## config.mk

```make
export PLATFORM = sky130hd
export DESIGN_NAME = shared_reg_arbiter
export DESIGN_NICKNAME = d
export VERILOG_FILES = /design/src/rtl/shared_reg_arbiter.sv
export SDC_FILE = /design/constraint.sdc
export NUM_CORES = 1
export LEC_CHECK = 0
export ABC_AREA = 1
export CAP_MARGIN = 10
export CORE_MARGIN = 8
export CORE_UTILIZATION = 48
export CTS_CLUSTER_SIZE = 12
export DETAILED_ROUTE_END_ITERATION = 10
export PLACE_DENSITY_LB_ADDON = 0.25
export SETUP_SLACK_MARGIN = 0.05
export SKIP_LAST_GASP = 1
export SLEW_MARGIN = 20
export SYNTH_ARGS = -nofsm -noshare
export SYNTH_HDL_FRONTEND = slang
export SYNTH_SLANG_ARGS = --single-unit
```

## constraint.sdc

```tcl
create_clock -name clk -period 2.5 [get_ports clk]
set_input_delay 0.5 -clock clk [delete_from_list [all_inputs] [get_ports clk]]
set_output_delay 0.5 -clock clk [all_outputs]
set_load 0.005 [all_outputs]
```

## src/rtl/shared_reg_arbiter.sv

```systemverilog
`default_nettype none
// ============================================================================
// Module      : shared_reg_arbiter
// Description : Round-robin arbiter/sequencer owning one WIDTH-bit register
//               shared by NREQ requesters. A winner is granted, its write
//               data is loaded, ownership is held for HOLD_CYCLES edges, and
//               priority then rotates past the winner.
// Revision    : 1.0 - initial release
// ----------------------------------------------------------------------------
// Ports
//   clk    in   1            rising-edge clock
//   rst_n  in   1            asynchronous active-low reset
//   req    in   NREQ         level-sensitive request per requester
//   wdata  in   NREQ*WIDTH   write data, requester i at [i*WIDTH +: WIDTH]
//   clr    in   1            synchronous clear of the register (IDLE only)
//   gnt    out  NREQ         one-hot grant, zero when no owner
//   ack    out  NREQ         one-cycle load-done pulse to the owner
//   owner  out  clog2(NREQ)  index of current or last granted requester
//   busy   out  1            high whenever the sequencer is not idle
//   q      out  WIDTH        shared register contents
// ============================================================================
module shared_reg_arbiter #(
   parameter int WIDTH       = 8,
   parameter int NREQ        = 4,
   parameter int HOLD_CYCLES = 2
) (
   input  logic                      clk,
   input  logic                      rst_n,
   input  logic [NREQ-1:0]           req,
   input  logic [NREQ*WIDTH-1:0]     wdata,
   input  logic                      clr,
   output logic [NREQ-1:0]           gnt,
   output logic [NREQ-1:0]           ack,
   output logic [$clog2(NREQ)-1:0]   owner,
   output logic                      busy,
   output logic [WIDTH-1:0]          q
);

   localparam int IDX_W = $clog2(NREQ);
   // Counter only has to hold HOLD_CYCLES-1; keep at least one bit.
   localparam int CNT_W = (HOLD_CYCLES > 1) ? $clog2(HOLD_CYCLES) : 1;
   localparam logic [CNT_W-1:0] HOLD_LOAD = CNT_W'(HOLD_CYCLES - 1);
   localparam logic [IDX_W-1:0] LAST_IDX  = IDX_W'(NREQ - 1);

   typedef enum logic [1:0] {
      IDLE  = 2'd0,
      GRANT = 2'd1,
      HOLD  = 2'd2
   } state_t;

   state_t             state;
   state_t             state_nxt;
   logic [IDX_W-1:0]   ptr;
   logic [IDX_W-1:0]   ptr_nxt;
   logic [CNT_W-1:0]   cnt;
   logic [CNT_W-1:0]   cnt_nxt;
   logic [NREQ-1:0]    gnt_nxt;
   logic [NREQ-1:0]    ack_nxt;
   logic [IDX_W-1:0]   owner_nxt;
   logic [WIDTH-1:0]   q_nxt;
   logic               busy_nxt;

   logic               rr_found;
   logic [IDX_W-1:0]   rr_winner;
   logic [IDX_W-1:0]   rr_cand;

   // ------------------------------------------------------------------------
   // Round-robin pick: first asserted request scanning upward from ptr,
   // wrapping modulo NREQ (NREQ need not be a power of two).
   // ------------------------------------------------------------------------
   always_comb begin
      rr_found  = 1'b0;
      rr_winner = '0;
      rr_cand   = '0;
      for (int k = 0; k < NREQ; k++) begin
         rr_cand = IDX_W'((32'(ptr) + 32'(k)) % 32'(NREQ));
         if (!rr_found && req[rr_cand]) begin
            rr_found  = 1'b1;
            rr_winner = rr_cand;
         end
      end
   end

   // ------------------------------------------------------------------------
   // Next-state and next-output logic. Every output is registered, so this
   // block computes the values that appear after the coming edge.
   // ------------------------------------------------------------------------
   always_comb begin
      state_nxt = state;
      gnt_nxt   = gnt;
      ack_nxt   = '0;
      owner_nxt = owner;
      ptr_nxt   = ptr;
      cnt_nxt   = cnt;
      q_nxt     = q;

      unique case (state)
         IDLE: begin
            // Clear wins over any pending request.
            if (clr) begin
               q_nxt = '0;
            end else if (rr_found) begin
               owner_nxt = rr_winner;
               gnt_nxt   = NREQ'(1'b1) << rr_winner;
               state_nxt = GRANT;
            end
         end

         GRANT: begin
            if (req[owner]) begin
               q_nxt     = wdata[owner*WIDTH +: WIDTH];
               ack_nxt   = gnt;
               cnt_nxt   = HOLD_LOAD;
               state_nxt = HOLD;
            end else begin
               // Requester withdrew before the load: release without
               // rotating priority so it is not penalised.
               gnt_nxt   = '0;
               state_nxt = IDLE;
            end
         end

         HOLD: begin
            // req and clr are deliberately ignored here.
            if (cnt == '0) begin
               gnt_nxt   = '0;
               ptr_nxt   = (owner == LAST_IDX) ? '0 : owner + 1'b1;
               state_nxt = IDLE;
            end else begin
               cnt_nxt = cnt - 1'b1;
            end
         end

         default: begin
            gnt_nxt   = '0;
            state_nxt = IDLE;
         end
      endcase

      busy_nxt = (state_nxt != IDLE);
   end

   // ------------------------------------------------------------------------
   // State register.
   // ------------------------------------------------------------------------
   always_ff @(posedge clk or negedge rst_n) begin
      if (!rst_n) begin
         state <= IDLE;
      end else begin
         state <= state_nxt;
      end
   end

   // ------------------------------------------------------------------------
   // Registered outputs, priority pointer, hold counter and shared register.
   // Reset clears everything at once, dropping any in-flight load.
   // ------------------------------------------------------------------------
   always_ff @(posedge clk or negedge rst_n) begin
      if (!rst_n) begin
         gnt   <= '0;
         ack   <= '0;
         owner <= '0;
         busy  <= 1'b0;
         q     <= '0;
         ptr   <= '0;
         cnt   <= '0;
      end else begin
         gnt   <= gnt_nxt;
         ack   <= ack_nxt;
         owner <= owner_nxt;
         busy  <= busy_nxt;
         q     <= q_nxt;
         ptr   <= ptr_nxt;
         cnt   <= cnt_nxt;
      end
   end

endmodule
`default_nettype wire

```

==> results.tsv, run 1 <==
stage	metric	value	unit
timing	clock_skew	0.00452	ns
synthesis	asyncSetResetFlopFracSynth	1.00	
synthesis	synthesis.area_per_instance	6.65	um^2
timing	post-route-period-util	0.808	
final_layout	post_route_cells_drive_above_1_share	0.0790	
synthesis	syn_area	0.00155	mm^2
timing	rsz0062_at_grt	false	
job	max_cap_viol_count	0	
die	initial_core_utilization	0.508	
placement	dp_worst_setup_slack	0.344	ns
clock_network	hold_buffers	0	
placement	placement.io_buffers	57	
routing	postRouteWirelength	4050	um
clock_network	cts_made_buffers	3	
clock_network	postCtsResizedCells	0	
worst_setup_path	critPathRequiredTime	2.00	ns
clock_network	cts_tree	built	
grt	grt_start_max_net_pins	25	
synthesis	syn-instance-count	233	
die	die_h	72.8	um
grt	globalRouteOverflowTotal	0	
timing	fmaxAchievable	0.495	GHz
synthesis	synth.largest_area_cell	sky130_fd_sc_hd__dfrtp_1	
clock_network	cts_sinks	24	
routing	route.vias.total	1652	
synthesis	netlist-cell-type-count	23	
routing	drtAntennaViolNets	0	
synthesis	syn-num-nets	273	
routing	route.detailed.wl_per_inst	12.1	um
worst_setup_path	timing.reg2reg.setup_slack	0.64	ns
synthesis	synth_largest_type_area_fraction	0.387	
clock_network	cts_buffer_depth	2	
die	die-width	72.8	um
worst_setup_path	crit_path_start_kind	flop	
clock_network	post_cts_setup_inserts	0	
grt	grt.total_usage	0.163	
worst_setup_path	worstPathCellList	clkdlybuf4s50_1	
die	rows	20	
timing	finalWorstPathRequiredPeriod	2.02	ns
worst_setup_path	crit_family	flip-flops	
synthesis	synth.yosys.warnings	0	
final_layout	layoutNonFillerInstCount	335	
die	number_of_top_level_pins	58	
hold_path	worst_hold_path_type	in -> async	
worst_setup_path	cp_slowest_stage_delay	0.62	ns
pwr	ir_worst_vdd	0.515	mV
synthesis	post-synth-top-count-cell	sky130_fd_sc_hd__nand2_1	
placement	detailedPlacementHpwl	3360	um
synthesis	synth_edf_count	0	
pwr	p_total	0.00232	W
routing	route.detailed.vias_per_inst	4.93	
worst_setup_path	worst_r2r_path_depth	8	
grt	via_count_of_the_first_global_routing_pass	1619	
status	status	completed	
timing	worst_slew_pin_slew	0.423	ns
placement	place_inst	331	
synthesis	post_synth_most_frequent_cells	105 x sky130_fd_sc_hd__nand2_1, 33 x sky130_fd_sc_hd__nand3_1, 24 x sky130_fd_sc_hd__dfrtp_1	
worst_setup_path	r2r_startpoint	owner[0]$_DFFE_PN0P_	
timing	finalSetupTns	0	ns
worst_setup_path	cp-end-kind	primary output	
final_layout	fin_area	0.00220	mm^2
clock_network	later_pin_clock_latency_in_the_skew_report	0.31	ns
clock_network	htree_levels	1	
clock_network	cts.reportedPaths.clkPinSlew	0.13	ns
final_layout	nets	332	
final_layout	insertedDiodeCount	0	
final_layout	flow.area_growth_from_synthesis	42.0	%
worst_setup_path	critPathKind	reg -> out	
placement	detailed_place.area	0.00217	mm^2
timing	postLayoutSetupSlackWorst	0.480	ns
grt	initial_antenna_violation_count	0	
grt	wire_length_of_the_first_global_routing_pass	6960	um
worst_setup_path	crit_slowest_cell	sky130_fd_sc_hd__dfrtp_1	
die	placeableCoreArea	0.00305	mm^2
worst_setup_path	worst_r2r_endpoint	q[0]$_DFFE_PN0P_	
synthesis	synth-seq-cells	24	
pwr	power_density	1050	mW/mm^2
pwr	power.leakage	1.14	nW
placement	gp_weighted_congestion	0.912	
worst_setup_path	cp_max_fo	13	
timing	slew_viol_final	0	
synthesis	synth-main-ff-cell	sky130_fd_sc_hd__dfrtp_1	
worst_setup_path	worstPathArrival	1.52	ns
die	fp.dieArea	0.00530	mm^2
routing	route.detailed.drc	0	
worst_setup_path	timing.critical_path.buf_inv	1	
synthesis	synth.area.top_cells	sky130_fd_sc_hd__dfrtp_1 39%, sky130_fd_sc_hd__nand2_1 25%, sky130_fd_sc_hd__nand3_1 11%	
timing	finalHoldViolCount	0	
timing	final-setup-viol-count	0	
routing	detail_route.first_pass.iterations	4	
clock_network	cts-root-buf	sky130_fd_sc_hd__clkbuf_4	
routing	drt_first_iter_violations	151	
timing	timing.slew.headroom	0.718	
synthesis	synth_sequential_area_ratio	0.387	
[metrics by stage]
step	hold WS, ns	util
5_1_grt	0.531	0.721
6_report	0.528	0.721
3_3_place_gp	0.493	0.709
3_5_place_dp	0.497	0.709
4_1_cts	0.528	0.721
2_1_floorplan	0.204	-
[final cells by class]
| cell class | instances | area (um^2) |
|---|---|---|
| Sequential cell | 24 | 601 |
| Clock buffer | 4 | 36.3 |
| Timing Repair Buffer | 60 | 593 |
| Fill cell | 263 | 851 |
| Tap cell | 44 | 55.1 |
| Inverter | 21 | 78.8 |
| Multi-Input combinational cell | 182 | 838 |
[cell families after synthesis]
family                   count (synthesis)  share of synthesized area
AO/OA/AOI/OAI                           13                     0.0468
adder cells (fa/ha/maj)                  1                    0.00807
buffers and inverters                   27                     0.0718
flip-flops                              24                      0.387
AND/OR/NAND/NOR                        168                      0.486
[how the worst max path moves through the flow]
stage,startpoint,to,depth (start not counted)
final,owner[1]$_DFFE_PN0P_,owner[1],1
after floorplan,req[1],gnt[0]$_DFFE_PN0P_,12
after global placement,req[2],q[0]$_DFFE_PN0P_,9
after global routing,owner[1]$_DFFE_PN0P_,owner[1],1
after detailed placement,req[2],q[0]$_DFFE_PN0P_,9
after CTS,owner[1]$_DFFE_PN0P_,owner[1],1
[power by group]
| group | internal (W) | switching, W | total (W) | leakage (nW) |
|---|---|---|---|---|
| sequential | 0.000529 | 0.000160 | 0.000689 | 0.318 |
| clock | 0.0000890 | 0.000112 | 0.000201 | 0.0210 |
| combinational | 0.000592 | 0.000834 | 0.00143 | 0.806 |
| total | 0.00121 | 0.00111 | 0.00232 | 1.14 |
[sequential cells by signal, indices dropped and copies added, names as in the netlist]
| name | count |
|---|---|
| q | 8 |
| ack | 4 |
| gnt | 4 |
| owner | 2 |
| ptr | 2 |
| state | 2 |
| busy | 1 |
| cnt | 1 |
[metal layers]
metal	up-vias	track usage	wire, um
met5	-	0	0
met4	0	0.0378	36
met3	8	0.0742	338
met2	50	0.276	1940
met1	730	0.181	1730
li1	864	-	-
[cells in the final DEF, fill, tap and decap left out, drive strengths merged, types with 4 or more instances in the layout]
master / Yosys / final
dfrtp: 24 / 24
nand2: 109 / 109
nand3: 35 / 35
nand4: 9 / 9
nor2: 14 / 14
inv: 21 / 21
clkdlybuf4s50: 0 / 57
clkbuf: 2 / 4
o21ai: 7 / 7
Power figures use the tool's default switching activity.
==> run 2, diff against run 1 <==
Settings changed: CORE_UTILIZATION 48 to 44.
Clock period 2.5 ns to 2 ns, I/O delays scaled along.
==> results.tsv, run 2 (synthesis results as in run 1) <==
stage	metric	value	unit
worst_setup_path	critPathRequiredTime	1.60	ns
status	status	completed	
worst_setup_path	crit_family	buffers and inverters	
placement	detailedPlacementHpwl	3330	um
die	initial_core_utilization	0.461	
placement	placement.io_buffers	57	
routing	detail_route.first_pass.iterations	4	
timing	slew_viol_final	0	
job	max_cap_viol_count	0	
worst_setup_path	cp_max_fo	7	
grt	wire_length_of_the_first_global_routing_pass	6820	um
die	die-width	75.4	um
routing	drtAntennaViolNets	0	
final_layout	flow.area_growth_from_synthesis	43.4	%
timing	postLayoutSetupSlackWorst	0.139	ns
clock_network	post_cts_setup_inserts	0	
timing	rsz0062_at_grt	false	
grt	globalRouteOverflowTotal	0	
pwr	power.leakage	1.15	nW
routing	drt_first_iter_violations	100	
pwr	power.net_switching	0.00136	W
placement	gp_weighted_congestion	0.889	
die	die_h	75.4	um
routing	met2RoutedLength	1940	um
clock_network	htree_levels	1	
final_layout	layout_commonest_cell	sky130_fd_sc_hd__nand2_1	
die	fp.dieArea	0.00568	mm^2
final_layout	layoutNonFillerInstCount	340	
die	number_of_top_level_pins	58	
pwr	p_seq_frac	0.297	
pwr	ir_worst_vdd	0.672	mV
grt	initial_antenna_violation_count	0	
grt	grt.total_usage	0.152	
routing	route.vias.total	1642	
clock_network	cts.reportedPaths.clkPinSlew	0.12	ns
pwr	p_int	0.00152	W
worst_setup_path	critPathKind	reg -> out	
clock_network	hold_buffers	0	
pwr	sw_frac_of_total	0.472	
grt	via_count_of_the_first_global_routing_pass	1592	
timing	final-setup-viol-count	0	
clock_network	cts_sinks	24	
placement	detailed_place.area	0.00220	mm^2
worst_setup_path	timing.reg2reg.setup_slack	0.24	ns
worst_setup_path	worstPathArrival	1.46	ns
grt	grt_start_max_net_pins	25	
timing	finalSetupTns	0	ns
worst_setup_path	cp_slowest_stage_delay	0.51	ns
worst_setup_path	timing.critical_path.buf_inv	2	
final_layout	post_route_cells_drive_above_1_share	0.0952	
hold_path	worst_hold_path_type	in -> async	
timing	clock_skew	0.00661	ns
die	placeableCoreArea	0.00336	mm^2
clock_network	cts_made_buffers	3	
routing	topmost_layer_with_routed_signal_wires	met4	
clock_network	later_pin_clock_latency_in_the_skew_report	0.30	ns
worst_setup_path	cp-end-kind	primary output	
die	rows	21	
routing	postRouteWirelength	4060	um
timing	worst_slew_pin_slew	0.298	ns
placement	dp_worst_setup_slack	-0.0176	ns
routing	route.detailed.vias_per_inst	4.83	
placement	place_inst	337	
timing	finalHoldViolCount	0	
routing	dr_wl_met3	352	um
final_layout	nets	336	
routing	route.detailed.drc	0	
worst_setup_path	worstPathCellList	buf_4, clkdlybuf4s50_1	
pwr	clockPowerShare	0.069	
routing	route.detailed.wl_per_inst	11.9	um
pwr	power_frac_comb	0.634	
timing	timing.slew.headroom	0.801	
timing	finalWorstPathRequiredPeriod	1.86	ns
final_layout	reg.largest.list	q x8, ack x4, gnt x4	
final_layout	highest_count_cells_in_the_layout_ignoring_fill_and_taps	105 x sky130_fd_sc_hd__nand2_1, 57 x sky130_fd_sc_hd__clkdlybuf4s50_1, 33 x sky130_fd_sc_hd__nand3_1	
final_layout	insertedDiodeCount	0	
worst_setup_path	crit_path_start_kind	flop	
clock_network	postCtsResizedCells	1	
pwr	power_density	1300	mW/mm^2
clock_network	cts-root-buf	sky130_fd_sc_hd__clkbuf_4	
final_layout	registers.top_by_ff_count	q	
routing	routed_metal_1_wirelength	1750	um
final_layout	fin_area	0.00222	mm^2
final_layout	largest_register_ffs	8	
timing	fmaxAchievable	0.537	GHz
worst_setup_path	crit_slowest_cell	sky130_fd_sc_hd__clkdlybuf4s50_1	
clock_network	cts_tree	built	
clock_network	cts_buffer_depth	2	
timing	post-route-period-util	0.930	
-- run 2: cell count changes in the layout (fill, tap and decap cells not counted) --
cell	change
sky130_fd_sc_hd__dfrtp_1	-2
sky130_fd_sc_hd__buf_4	+4
sky130_fd_sc_hd__dfrtp_2	+2
sky130_fd_sc_hd__clkbuf_8	-1
-- run 2: routing by layer --
layer  up-vias  track usage
met1       729        0.170
met2        45        0.268
met4         0       0.0192
met3         2       0.0632
li1        866            -
met5         -            0
-- run 2: path summary, 6_finish.rpt --
path / endpoint / depth (start not counted) / start
min: q[2]$_DFFE_PN0P_ / 2 / rst_n
min reg2reg: q[1]$_DFFE_PN0P_ / 2 / q[1]$_DFFE_PN0P_
min in group clk: q[1]$_DFFE_PN0P_ / 2 / q[1]$_DFFE_PN0P_
max in group asynchronous: ptr[0]$_DFFE_PN0P_ / 2 / rst_n
max: owner[1] / 2 / owner[1]$_DFFE_PN0P_
max reg2reg: gnt[3]$_DFFE_PN0P_ / 12 / ptr[0]$_DFFE_PN0P_
-- run 2: per-stage QoR --
step | power, W | util | hold slack (ns)
global placement | 0.00269 | 0.654 | 0.494
global route | 0.00319 | 0.661 | 0.462
floorplan | 0.00205 | - | 0.104
detailed placement | 0.00270 | 0.654 | 0.494
CTS | 0.00291 | 0.661 | 0.440
finish | 0.00288 | 0.661 | 0.436
-- run 2: final cells by class --
class                      count  area, um^2
inverter                      21        78.8
tap                           46        57.6
multi-input combinational    182         838
fill                         332        1140
timing repair buffer          64         623
sequential                    24         603
clock buffer                   3        22.5
-- run 2: power by group through the flow --
| stage | logic, W | registers [W] | clock network, W |
|---|---|---|---|
| final | 0.00183 | 0.000857 | 0.000198 |
| after global routing | 0.00209 | 0.000885 | 0.000222 |
| after CTS | 0.00185 | 0.000853 | 0.000207 |
| after detailed placement | 0.00184 | 0.000859 | 0 |
| after global placement | 0.00183 | 0.000858 | 0 |
| after floorplan | 0.00124 | 0.000806 | 0 |
==> run 3, diff against run 2 <==
Settings changed: ABC_CLOCK_PERIOD_IN_PS from default to 2000.
==> results of run 3 <==
Same layout as run 2: the final DEF is identical, and so are final timing and power.
==> RTL change 1: new RTL, settings of run 2 <==
Re-encode `state_t` (3 states) as one-hot, 3 bits wide.
--- a/src/rtl/shared_reg_arbiter.sv
+++ b/src/rtl/shared_reg_arbiter.sv
@@ -44,6 +44,6 @@
 
-   typedef enum logic [1:0] {
-      IDLE  = 2'd0,
-      GRANT = 2'd1,
-      HOLD  = 2'd2
+   typedef enum logic [2:0] {
+      IDLE  = 3'b001,
+      GRANT = 3'b010,
+      HOLD  = 3'b100
    } state_t;
Behaviour: no difference found for any inputs over 10 cycles, from zero or initial values and one cycle with rst_n low; not proved beyond that.
==> RTL change 1 against run 2 <==
Sequential cell count increased by 1; synthesized area increased by 5.4%; worst setup slack better by 0.092 ns; wire length is 8.9% higher; hold slack improved by 0.044 ns; cell area up 5.6%; global-route usage down 0.26 points; total power up 3.7%; largest cell class unchanged; largest power group unchanged.
==> RTL change 1: results (changes against run 2) <==
* Status: finished, final reports clean
* Vias per cell at 4.88 (+0.97%)
* Synth Net Count at 268 (-1.8%)
* Antenna Nets Post-Route at 0 (unchanged)
* Postcts setup bufs at 0 (unchanged)
* Synth top cells by count: nand2_1 (83), dfrtp_1 (24), inv_1 (23)
* Synth cell types at 28 (+22%)
* Initial antenna violation count at 0 (unchanged)
* Static Leakage at 1.15 nW (-0.50%)
* Crit path from: owner[1]$_DFFE_PN0P_
* Clock Tree Root: clkbuf_8
* Top post-synthesis cells by area: dfrtp_1 (37%), nand2_1 (19%), a21oi_1 (5.8%)
* Worst reg2reg setup slack at 0.33 ns (+0.09 ns)
* Clk pin slew, worst setup/hold paths at 0.09 ns (-0.03 ns)
* RR Endpoint: gnt[1]$_DFFE_PN0P_
* CTS max path bufs at 2 (unchanged)
* Largest net degree at the start of global routing at 26 (+4.0%)
* Setup TNS at 0 ns (unchanged)
* Drt total wl at 4430 um (+8.9%)
* CTS Buf Count at 3 (unchanged)
* Post-DP Area at 2300 um2 (+4.6%)
* Vias in the first global route at 1689 (+6.1%)
* Fraction of layout cells with a size suffix above 1 at 15.5% (+5.9 points)
* Post-synthesis sequential area ratio at 38.4% (-0.38 points)
* Resized cells post-CTS at 0 (-1)
* Ant diodes at 0 (unchanged)
* First-pass GRT wire length at 7490 um (+9.7%)
* DP Wirelength at 3570 um (+7.2%)
* CP max FO at 7 (unchanged)
* 1st-iter DRT viols at 80 (-20%)
* Worst-Margin Slew at 0.321 ns (+0.0229 ns)
* Primary FF master, synth: dfrtp_1
* Hold WC Path Type: input pin to asynchronous set/reset pin
* Skew-Pair Late Insertion Delay at 0.27 ns (-0.03 ns)
* VDD IR max at 0.600 mV (-11%)
* Worst R2R Path Depth at 13 (+1)
* Largest stage delay, worst path at 0.58 ns (+0.07 ns)
* Critical-path top delay cell: clkdlybuf4s50_1
* Fin Hold WS at 0.480 ns (+0.0441 ns)
* Nets at 332 (-1.2%)
* Setup Skew at 0.00383 ns (-0.00278 ns)
* H-tree Lvls at 1 (unchanged)
* Total Routing Usage GR at 14.9% (-0.26 points)
* DRT Pass-1 Iters at 4 (unchanged)
* Final GP Congestion at 0.829 (-6.8%)
* Arrival time worst endpoint at 1.37 ns (-0.09 ns)
[RTL change 1: cells by family after synthesis]
kind of cell	after synthesis	synth area share, %
fa+ha+maj	1	0.766
flops	25	38.4
buf+inv	38	9.88
compound gates	45	16.5
simple gates	119	34.5
[RTL change 1: worst register-to-register path: stages (launching register included)]
cell and delay [ns]:
dfrtp_1 0.42, buf_4 0.19, nand2_1 0.07, nand2_1 0.10, nand2_2 0.08, nand2_2 0.06, nor2_4 0.10, nand2_1 0.07
o21ai_2 0.16, nand2_2 0.08, nand2_4 0.09, nor2_4 0.05, nand2_1 0.05, nand2_1 0.05
[RTL change 1: layout make-up]
cell class              instances  area, um2
well taps                      48       60.1
clock buffers                   3       41.3
clock inverters                 1       7.51
repair buffers                 65        643
fillers                       327       1260
flip-flops and latches         25        627
inverters                      32        123
multi-input cells             165        846
[RTL change 1: metrics by stage]
| step | instances | power (W) | setup WS, ns |
|---|---|---|---|
| finish | 339 | 0.00299 | 0.232 |
| global route | 339 | 0.00327 | 0.134 |
| CTS | 339 | 0.00301 | 0.223 |
| detailed placement | 335 | 0.00269 | -0.0130 |
| global placement | 335 | 0.00266 | 0.0157 |
| floorplan | 228 | 0.00205 | 0.498 |
[RTL change 1: power by group]
part	total (W)	internal, W	switching [W]
Clock	0.000306	0.000141	0.000164
Combinational	0.00189	0.000793	0.00110
Sequential	0.000790	0.000657	0.000134
[RTL change 1: layer usage]
layer | vias to the layer above | track usage, % | routed length (um)
met1 | 750 | 18.5 | 2060
met5 | - | 0 | 0
met4 | 0 | 4.23 | 56
li1 | 857 | - | -
met3 | 6 | 3.85 | 240
met2 | 40 | 24.8 | 2070
==> RTL change 2: new RTL, flow settings as in run 2 <==
Made on the original files. Change the parameter `NREQ` from 4 to 8.
--- a/src/rtl/shared_reg_arbiter.sv
+++ b/src/rtl/shared_reg_arbiter.sv
@@ -23,3 +23,3 @@
    parameter int WIDTH       = 8,
-   parameter int NREQ        = 4,
+   parameter int NREQ        = 8,
    parameter int HOLD_CYCLES = 2
Interface: changed (5 resized); port bits go from 58 to 103. No check against the original RTL was run, so the function may have changed too.
==> RTL change 2 against run 2 <==
The flow now finishes with violations (setup timing); cell area increased by 100%; critical path depth rose by 15; sequential cell count increased by 10; via count is 110% higher; wire length up 140%; sequential share of layout area is 8.0 points lower; global-route usage up 6.6 points; worst setup slack worse by 0.50 ns; die area increased by 59%; total power rose to 2.5 times the old value; synthesized area grew 77%; largest cell class unchanged; largest power group unchanged.
==> RTL change 2: results (changes against run 2) <==
* Status: finished, violations left
* Violated checks: setup timing
* DP Wirelength at 7340 um (+120%)
* CTS Buf Count at 5 (+2)
* Final GP Congestion at 0.889 (about the same)
* Fraction of layout cells with a size suffix above 1 at 21.4% (+12 points)
* Synth Net Count at 508 (+86%)
* Total Routing Usage GR at 21.8% (+6.6 points)
* Area of the multi-input gates at 1800 um2 (+110%)
* Slew headroom at 71.9% (-8.2 points)
* P_clk at 0.000591 W (+200%)
* PortBufs at 102 (+79%)
* First-pass GRT wire length at 15600 um (+130%)
* Vias per cell at 5.20 (+7.7%)
* Worst R2R Path Depth at 17 (+5)
* Resized cells post-CTS at 23 (+22)
* Largest net degree at the start of global routing at 35 (+40%)
* Clock Tree Root: clkbuf_8
* Inverters at 41 (+95%)
* DP Cell Count at 633 (+88%)
* Placement Setup Slack at -0.605 ns (-0.587 ns)
* H-tree Lvls at 2 (+1)
* CP max FO at 6 (-1)
* Synth cell types at 34 (+48%)
* Synth top cells by count: nand2_1 (106), nor2_1 (79), o21ai_0 (49)
* Worst Setup Slack, final at -0.359 ns (-0.498 ns)
* Comb_multi_in at 337 (+85%)
* Fin Hold WS at 0.522 ns (+0.0856 ns)
* FFs & Latches at 34 (+42%)
* Setup Skew at 0.00162 ns (-0.00499 ns)
* NetSw at 0.00357 W (+160%)
* Final setup vio count at 13 (+13)
* Nets at 652 (+94%)
* Synth Instances at 429 (+84%)
* Clock network power share at 8.1% (+1.2 points)
* Clock buffer cells at 8 (+5)
* Seq area share at 19.1% (-8.0 points)
* Comb power at 0.00561 W (+210%)
* Buffers, non-clock at 154 (+140%)
* Drt total wl at 9770 um (+140%)
* Largest regs: ack: 8 flops, gnt: 8 flops, q: 8 flops
* 1st-iter DRT viols at 214 (+110%)
* Fill count at 470 (+42%)
RTL change 2: critical path, stage by stage, from the launching register on:
cell and delay [ns]:
dfrtp_1 0.43, inv_4 0.08, ha_4 0.30, inv_6 0.10
nand3_2 0.10, nand2_2 0.12, nand2_2 0.07, nand2_4 0.08
nand4_4 0.12, nor2_4 0.18, nand2_2 0.08, nand2_1 0.08
nand2_2 0.07, nand2_2 0.08, nand2_2 0.07, o21bai_1 0.19
nand2_1 0.09, nand2_1 0.06
RTL change 2: kinds of logic (layout without fill, tap and decap cells):
kind of cell,Yosys count,in the layout,share of synthesized area (%)
adders and majority gates,4,4,1.83
buffers and inverters,58,203,8.78
AOI/OAI and AO/OA,88,88,18.4
DFF,34,34,31.1
xor gates and xnor gates,2,2,0.914
and+or+nand+nor,243,243,39.0
RTL change 2: routing by layer:
metal / track usage, % / routed length (um)
met4: 8.32 / 258
met1: 25.5 / 4160
met5: 0 / 0
met2: 38.6 / 4840
met3: 4.05 / 505
